--- src/rtl/pr_dec_ack.sv ---
// pr_dec_ack: interrupt grant/acknowledge stage placed after a priority encoder.
// It takes an encoded request index and drives a registered one-hot acknowledge
// to that requester. The acknowledge is held until the requester reports
// completion, or until a service timeout when the timeout feature is built in.
// One RELEASE cycle follows, and then the block re-arms.
//
// Optional feature macro: PR_DEC_TIMEOUT_EN.
//   defined   : service timer, timeout abort and err_out pulse.
//   undefined : no timer; ACTIVE waits for done_in indefinitely; err_out = 0.
//
// Ports:
//   clk          in   clock; all state changes on the rising edge
//   rst          in   synchronous active-high reset
//   y_in         in   encoded request index (IDX_WIDTH)
//   valid_in     in   y_in is meaningful
//   ready_out    out  block can accept a request (IDLE)
//   done_in      in   requester finished servicing; only looked at in ACTIVE
//   ack_out      out  registered one-hot grant (DATA_WIDTH)
//   busy_out     out  high in ACTIVE and RELEASE
//   err_out      out  one-cycle pulse during RELEASE after a timeout abort
//   last_idx_out out  index of the most recently accepted request
//   svc_cnt_out  out  completed (non-timeout) services, wraps 255 -> 0
module pr_dec_ack #(
    parameter int unsigned DATA_WIDTH  = 4,
    parameter int unsigned IDX_WIDTH   = 2,
    parameter int unsigned TIMEOUT_CYC = 16
) (
    input  logic                  clk,
    input  logic                  rst,
    input  logic [IDX_WIDTH-1:0]  y_in,
    input  logic                  valid_in,
    output logic                  ready_out,
    input  logic                  done_in,
    output logic [DATA_WIDTH-1:0] ack_out,
    output logic                  busy_out,
    output logic                  err_out,
    output logic [IDX_WIDTH-1:0]  last_idx_out,
    output logic [7:0]            svc_cnt_out
);

    typedef enum logic [1:0] {
        StIdle,
        StActive,
        StRelease
    } state_e;

    state_e                r_state, w_state_nxt;
    logic [DATA_WIDTH-1:0] r_ack, w_ack_nxt;
    logic [IDX_WIDTH-1:0]  r_last_idx, w_last_idx_nxt;
    logic [7:0]            r_svc_cnt, w_svc_cnt_nxt;

`ifdef PR_DEC_TIMEOUT_EN
    logic [7:0] r_timer, w_timer_nxt;
    logic       r_err, w_err_nxt;
    logic       w_timeout;

    // Timer holds the number of ACTIVE cycles already spent; the last allowed
    // cycle is the one where it reads TIMEOUT_CYC-1.
    assign w_timeout = (r_timer == 8'(TIMEOUT_CYC - 1));
`endif

    always_comb begin
        w_state_nxt    = r_state;
        w_ack_nxt      = r_ack;
        w_last_idx_nxt = r_last_idx;
        w_svc_cnt_nxt  = r_svc_cnt;
`ifdef PR_DEC_TIMEOUT_EN
        w_timer_nxt    = r_timer;
        // Error flag lives only for the RELEASE cycle that follows an abort.
        w_err_nxt      = 1'b0;
`endif
        unique case (r_state)
            StIdle: begin
                if (valid_in) begin
                    w_last_idx_nxt = y_in;
                    w_ack_nxt      = DATA_WIDTH'(1) << y_in;
                    w_state_nxt    = StActive;
`ifdef PR_DEC_TIMEOUT_EN
                    w_timer_nxt    = 8'd0;
`endif
                end
            end
            StActive: begin
                // done_in takes priority over a simultaneous timeout.
                if (done_in) begin
                    w_ack_nxt     = '0;
                    w_svc_cnt_nxt = r_svc_cnt + 8'd1;
                    w_state_nxt   = StRelease;
                end
`ifdef PR_DEC_TIMEOUT_EN
                else if (w_timeout) begin
                    w_ack_nxt   = '0;
                    w_err_nxt   = 1'b1;
                    w_state_nxt = StRelease;
                end else begin
                    w_timer_nxt = r_timer + 8'd1;
                end
`endif
            end
            StRelease: begin
                w_state_nxt = StIdle;
            end
            default: begin
                w_state_nxt = StIdle;
                w_ack_nxt   = '0;
            end
        endcase
    end

    always_ff @(posedge clk) begin
        if (rst) begin
            r_state    <= StIdle;
            r_ack      <= '0;
            r_last_idx <= '0;
            r_svc_cnt  <= 8'd0;
`ifdef PR_DEC_TIMEOUT_EN
            r_timer    <= 8'd0;
            r_err      <= 1'b0;
`endif
        end else begin
            r_state    <= w_state_nxt;
            r_ack      <= w_ack_nxt;
            r_last_idx <= w_last_idx_nxt;
            r_svc_cnt  <= w_svc_cnt_nxt;
`ifdef PR_DEC_TIMEOUT_EN
            r_timer    <= w_timer_nxt;
            r_err      <= w_err_nxt;
`endif
        end
    end

    assign ready_out    = (r_state == StIdle);
    assign busy_out     = (r_state != StIdle);
    assign ack_out      = r_ack;
    assign last_idx_out = r_last_idx;
    assign svc_cnt_out  = r_svc_cnt;
`ifdef PR_DEC_TIMEOUT_EN
    assign err_out      = r_err;
`else
    assign err_out      = 1'b0;
`endif

endmodule

--- config.mk ---
export PLATFORM = sky130hd
export DESIGN_NAME = pr_dec_ack
export DESIGN_NICKNAME = d
export VERILOG_FILES = /design/src/rtl/pr_dec_ack.sv
export SDC_FILE = /design/constraint.sdc
export NUM_CORES = 1
export LEC_CHECK = 0
export CAP_MARGIN = 15
export CELL_PAD_IN_SITES_DETAIL_PLACEMENT = 0
export CELL_PAD_IN_SITES_GLOBAL_PLACEMENT = 1
export CORE_MARGIN = 5
export CORE_UTILIZATION = 29
export DETAILED_ROUTE_END_ITERATION = 8
export GPL_TIMING_DRIVEN = 0
export PLACE_DENSITY_LB_ADDON = 0.1
export SLEW_MARGIN = 20
export SYNTH_ARGS = -nofsm -noshare
export SYNTH_HDL_FRONTEND = slang
export SYNTH_SLANG_ARGS = --single-unit
--- constraint.sdc ---
create_clock -name clk -period 1.25 [get_ports clk]
set_clock_uncertainty 0.1 [all_clocks]
set_input_delay 0.25 -clock clk [delete_from_list [all_inputs] [get_ports clk]]
set_output_delay 0.25 -clock clk [all_outputs]
set_load 0.01 [all_outputs]
==> impl_results.md, run 1 <==
- Placer Congestion: 0.7152
- Post-detailed-placement half-perimeter wirelength: 1323 µm
- Number of cells after detailed placement: between 100 and 150
- Fraction of final layout cells sized beyond drive strength 1: 0.5424
- Vias: between 700 and 800
- Clock period minus final worst setup slack: 1.384 ns
- Area fraction in compound gates after synthesis: 0.1837
- Number of buffers created by CTS: 3
- Mux share of post-synthesis cell area: 0.02773
- Final Setup Violations: 13
- Crit path max fanout: 6
- Worst hold start: rst
- Worst R2R End: svc_cnt_out[4]
- Hold_ws: 0.2151 ns
- Count of hold buffers inserted by post-cts repair: 0
- Cells traversed along the worst timing path: nor2_4 -> inv_2 -> buf_6
- Cell at the slowest stage of the critical path: dfxtp_4
- Worst Hold Class: primary input to register
- Peak per-stage delay on the critical path: approximately 0.4 ns
- Antenna Violating Nets Remaining: 0
- Critical Path Start: r_state[1]
- Root Driver: clkbuf_4
- Main area contributors after synthesis: dfxtp_1, a21oi_1, o2111ai_1, nand2_1, nand4b_4
- Core Box Area: 2432 µm²
- Worst Path Class, Setup: register to output port
- Initial antenna violation count: 0
- Transition at the pin with the smallest max-transition slack: 0.5160 ns
- CP Capture Type: output port
- Final Max Tran Viols: 0
- Proportion of synthesized flip-flops having asynchronous set or reset: 0
- Basic-gate share of the synthesized area counting and, or, nand and nor cells: 0.2409
- Total standard cell area after synthesis: slightly above 700 µm²
- Fmax: 722.3 MHz
- WP data required: 0.90 ns
- Register-to-Register Setup Slack: -0.12 ns
- Number of enable-type register cells in the synthesized netlist: 0
- Sequential area share after synthesis: 0.4437
- Crit path arrival time: 1.03 ns
- Xor and xnor fraction of the mapped netlist area: 0.02426
- Number of buffer and inverter stages on the critical path: 2
- Latest clock arrival within the worst-skew pair: 0.28 ns
- # rows: 18
- Final WS setup: -0.1345 ns
- Total clock sinks: 16
- Drt first-iter violations: 12
- #FFs+latches synth: 16
- Dominant combinational cell family by area after synthesis: simple AND/OR/NAND/NOR gates
- Maximum buffer depth of the clock tree: 2
- Final Instance Count excl. Fillers: 148
- Routed WL: 2062 µm
- Drt wl/cell: 13.93 µm
- CTS HTree Levels: 1
- Remaining global-route overflow: 0
- Vias per Instance: a little under 5
- Startpoint type of the worst setup path: register
- Highest ir drop seen on vdd: 0.5335 mV
- Outcome: finished with violations
- Synthesized area per cell: 8.804 µm²
- Unrepaired setup endpoints after global routing: true
- Count of mapped cells out of synthesis: 82
- Input/output buffers: 20
- Worst reg2reg path startpoint: r_state[1]
- Post-Route Setup TNS: -0.9229 ns
- Floorplan die height: around 60 µm
- I/O pin cnt: 23
- Total Die Area: 3587 µm²
- R2R depth: 4
- CTS tree: yes
- Net total in the final layout: 126
- Global-route wire length before repair: around 3200 µm
- Top-count cell post-synth: dfxtp_1
- Commonest cells post-synth: dfxtp_1, a21oi_1, nand2_1, nor2_1
- Most used flip-flop cell after synthesis: dfxtp_1
- Maximum number of pins on one net before global-route repair: 11
- Total iterations of the first detailed-routing run: 4
- Count of unique library cells instantiated by Yosys: 25
- Area grow syn2layout: 67.59%
- Instance count on the critical path: 3
- Final hold viol count: 0
- DRC violation count after routing: 0
- Share of the synthesized area in the top cell type: 0.4437
- CP delay by family, top: flip-flops
- Adder and majority cell fraction of the synthesized area: 0.01733
- Clock transition time at the flip-flop clock pins of the worst setup and hold paths: 0.10 ns
- Final core utilization: 0.4974
- Static power due to leakage: 0.5429 nW
- Number of warning messages in the yosys log: 0
- Reported max-cap violation count: 0
- Violations in the final reports: negative setup slack
- Worst slew margin relative to its limit: 0.6560
- Pwr Density: 828.5 nW/µm²
- Post-Synthesis Net Count: 89
- Die W: 59.90 µm
- Initial core utilization: 0.2968
- Critical path destination: busy_out
- Most area-hungry cell type in the Yosys netlist: dfxtp_1
- Global-route total usage across every layer: 0.1194
- Vias in the first global route: 707
- Final worst-path cycle share: 1.108
- N_diodes: 0
==> layer usage <==
| layer | routed length (µm) | share of wire | GRT usage | vias to the layer above |
|---|---|---|---|---|
| met5 | 0 | 0 | 0 | - |
| met4 | 19 | 0.0092 | 0.02848 | 0 |
| met3 | 75 | 0.036 | 0.04536 | 2 |
| met2 | 1056 | 0.51 | 0.2130 | 13 |
| met1 | 911 | 0.44 | 0.1323 | 343 |
| li1 | - | - | - | 373 |
==> how the worst min path moves through the flow <==
stage               depth (start not counted)              end  slack (ns)
CTS                                         2       ack_out[3]        0.21
finish                                      2  last_idx_out[0]        0.22
global route                                2  last_idx_out[0]        0.21
floorplan                                   2  last_idx_out[0]        0.29
global placement                            2  last_idx_out[1]        0.35
detailed placement                          2  last_idx_out[1]        0.36
==> sequential cells by signal, indices dropped and copies added (netlist names) <==
register and flops:
ack_out 4, last_idx_out 2, r_state 2, svc_cnt_out 8
==> area by class of cell <==
class | count | area [µm²]
inverters | 4 | 15.01
well taps | 30 | 37.54
plain buffers | 3 | 15.01
multi-input cells | 58 | 480.5
clock buffers | 4 | 26.28
fillers | 247 | 1222
flip-flops and latches | 16 | 350.3
repair buffers | 33 | 285.3
==> cell families (layout without fill, tap and decap cells) <==
family / after synthesis / after routing
and+or+nand+nor: 29 / 30
AOI/OAI and AO/OA: 22 / 22
DFF: 16 / 16
buffers and inverters: 9 / 44
xor gates and xnor gates: 2 / 2
muxes: 2 / 2
adders and majority gates: 1 / 1
other: 1 / 1
==> what timing repair did <==
item                                    4_1_cts  5_1_grt
gates cloned                                  1        0
pin swaps                                    11        6
setup buffers                                11        2
gates resized for setup                      75       25
endpoints found under the setup margin       27       29
==> stage by stage <==
| step | power (mW) | area [µm²] | worst slack [ns] |
|---|---|---|---|
| 2_1_floorplan | 0.6360 | 780.7 | -0.06255 |
| 3_3_place_gp | 0.7088 | 1018 | -0.6288 |
| 3_5_place_dp | 0.7102 | 1018 | -0.6692 |
| 4_1_cts | 0.9938 | 1167 | -0.1375 |
| 5_1_grt | 1.051 | 1210 | -0.1990 |
| 6_report | 1.002 | 1210 | -0.1345 |
==> where the power goes <==
part           internal (mW)  switching, mW
logic                 0.0880         0.0893
clock network          0.124          0.166
registers              0.515         0.0199
total                  0.727          0.275
==> cell usage in the layout, fill, tap and decap left out, types with 2 or more instances in the layout <==
| cell type | count |
|---|---|
| or3_4 | 3 |
| dlygate4sd2_1 | 2 |
| a21oi_1 | 10 |
| inv_1 | 3 |
| dfxtp_1 | 6 |
| clkbuf_2 | 6 |
| xor2_1 | 2 |
| dfxtp_2 | 3 |
| clkbuf_4 | 3 |
| nand3_2 | 4 |
| buf_6 | 12 |
| o2111ai_2 | 4 |
| clkdlybuf4s50_1 | 2 |
| clkbuf_1 | 3 |
| nor2_1 | 4 |
| nand2_1 | 7 |
| dfxtp_4 | 7 |
| mux2i_1 | 2 |
| nand4b_4 | 2 |
| o21ai_1 | 2 |
| clkdlybuf4s15_2 | 2 |
| o21ai_0 | 2 |
| buf_4 | 7 |
| buf_2 | 3 |
| or4_1 | 2 |
Power figures use the tool's default switching activity.
==> run 2, diff against run 1 <==
- RECOVER_POWER: unset -> 100
==> impl_results.md, run 2 (synthesized netlist as in run 1, its figures left out) <==
- Violations in the final reports: negative setup slack
- Clock transition time at the flip-flop clock pins of the worst setup and hold paths: about 0.10 ns
- Most common cell after layout, fill and taps aside: buf_6
- Final Setup Violations: 13
- Final core utilization: 0.4964
- Transition at the pin with the smallest max-transition slack: 0.5160 ns
- Crit path arrival time: ~1 ns
- CP Capture Type: output port
- Routed WL: 2063 µm
- Clock period minus final worst setup slack: 1.384 ns
- Antenna Violating Nets Remaining: 0
- Maximum number of pins on one net before global-route repair: 11
- Placer Congestion: ~0.72
- Pwr Density: 829.5 nW/µm²
- Worst reg2reg path startpoint: r_state[1]
- Core Box Area: between 2000 and 2500 µm²
- Maximum buffer depth of the clock tree: 2
- Final Max Tran Viols: 0
- Area grow syn2layout: 67.24%
- Vias per Instance: 4.946
- Critical Path Start: r_state[1]
- Net total in the final layout: 126
- Fraction of final layout cells sized beyond drive strength 1: 0.5254
- R2R depth: 4
- DRC violation count after routing: 0
- Global-route total usage across every layer: 0.1194
- Unrepaired setup endpoints after global routing: true
- Crit path max fanout: 6
- Root Driver: clkbuf_4
- # rows: 18
- Final hold viol count: 0
- Number of buffers created by CTS: 3
- Latest clock arrival within the worst-skew pair: 0.28 ns
- CTS HTree Levels: 1
- N_diodes: 0
- Total Die Area: roughly 3600 µm²
- Final worst-path cycle share: 1.108
- Input/output buffers: 20
- Die W: about 60 µm
- Worst Path Class, Setup: register to output port
- Global-route wire length before repair: 3180 µm
- Drt first-iter violations: 12
- Total iterations of the first detailed-routing run: 4
- Worst Hold Class: primary input to register
- Worst R2R End: svc_cnt_out[4]
- Placed inst area: 1018 µm²
- Number of flip-flops in the largest register: 8
- Highest ir drop seen on vdd: 0.5335 mV
- Filler cell count in the final layout: 248
- Startpoint type of the worst setup path: register
- Floorplan die height: 59.90 µm
- Cell area after layout: 1207 µm²
- Fmax: 722.3 MHz
- Reported max-cap violation count: 0
- Register-to-Register Setup Slack: -0.12 ns
- Critical path destination: busy_out
- Top library cells by usage in the layout, fill and taps aside: buf_6, a21oi_1, nand2_1, buf_4, dfxtp_4
- Final WS setup: -0.1345 ns
- Vias: roughly 730
- Area of all sequential standard cells: 350.3 µm²
- Total clock sinks: 16
- Post-detailed-placement half-perimeter wirelength: 1323 µm
- CTS tree: yes
- Drt wl/cell: 13.94 µm
- Vias in the first global route: 707
- Worst slew margin relative to its limit: 0.6560
- WP data required: 0.90 ns
- I/O pin cnt: 23
- Outcome: finished with violations
- Multi-input gate area: 480.5 µm²
- Remaining global-route overflow: 0
- Initial core utilization: 0.2968
- Static power due to leakage: 0.5362 nW
- Initial antenna violation count: 0
==> run 2: worst min-delay path by stage <==
stage                    start              end  slack (ns)  cells past startpoint
2_1_floorplan          y_in[0]  last_idx_out[0]        0.29                      2
3_3_place_gp   last_idx_out[1]  last_idx_out[1]        0.35                      2
3_5_place_dp   last_idx_out[1]  last_idx_out[1]        0.36                      2
4_1_cts                    rst       ack_out[3]        0.21                      2
5_1_grt                    rst  last_idx_out[0]        0.21                      2
6_report                   rst  last_idx_out[0]        0.22                      2
==> run 2: critical path: stages, from the launching register on <==
cell     delay, ns
dfxtp_4       0.39
nor2_4        0.19
inv_2         0.06
buf_6         0.12
==> run 2: final cells by class <==
type	instances	share of cell area
Inverter	4	0.01244
Sequential cell	16	0.2902
Multi-Input combinational cell	58	0.3979
Tap cell	30	0.03109
Clock buffer	4	0.02176
Timing Repair Buffer	33	0.2342
Buffer	3	0.01244
==> run 2: what timing repair did <==
item,in CTS,in global routing
hold buffers,0,0
pin swaps,11,6
setup buffers,11,2
hold endpoints to repair,0,0
gates cloned,1,0
endpoints found under the setup margin,27,29
resized for setup,75,25
==> run 2: stage by stage <==
step	power [mW]	TNS, ns	setup slack (ns)	std cells	hold slack (ns)
final	1.002	-0.9234	-0.1345	148	0.2151
after global routing	1.050	-1.549	-0.1990	148	0.2114
after CTS	0.9938	-1.003	-0.1375	146	0.2069
after detailed placement	0.7102	-8.594	-0.6692	132	0.3563
after global placement	0.7088	-8.369	-0.6288	132	0.3480
after floorplan	0.6360	-0.5280	-0.06255	82	0.2905
==> run 2: metal layers <==
layer,global-route usage,vias up,part of all wire
met5,0,-,0
met4,0.02848,0,0.0092
met3,0.04536,2,0.036
met2,0.2130,13,0.51
met1,0.1323,344,0.44
li1,-,373,-
==> run 2: where the power goes <==
| part | switching [mW] | internal, mW | total (mW) |
|---|---|---|---|
| Clock | 0.166 | 0.124 | 0.290 |
| Combinational | 0.0894 | 0.0870 | 0.176 |
| Sequential | 0.0199 | 0.515 | 0.535 |
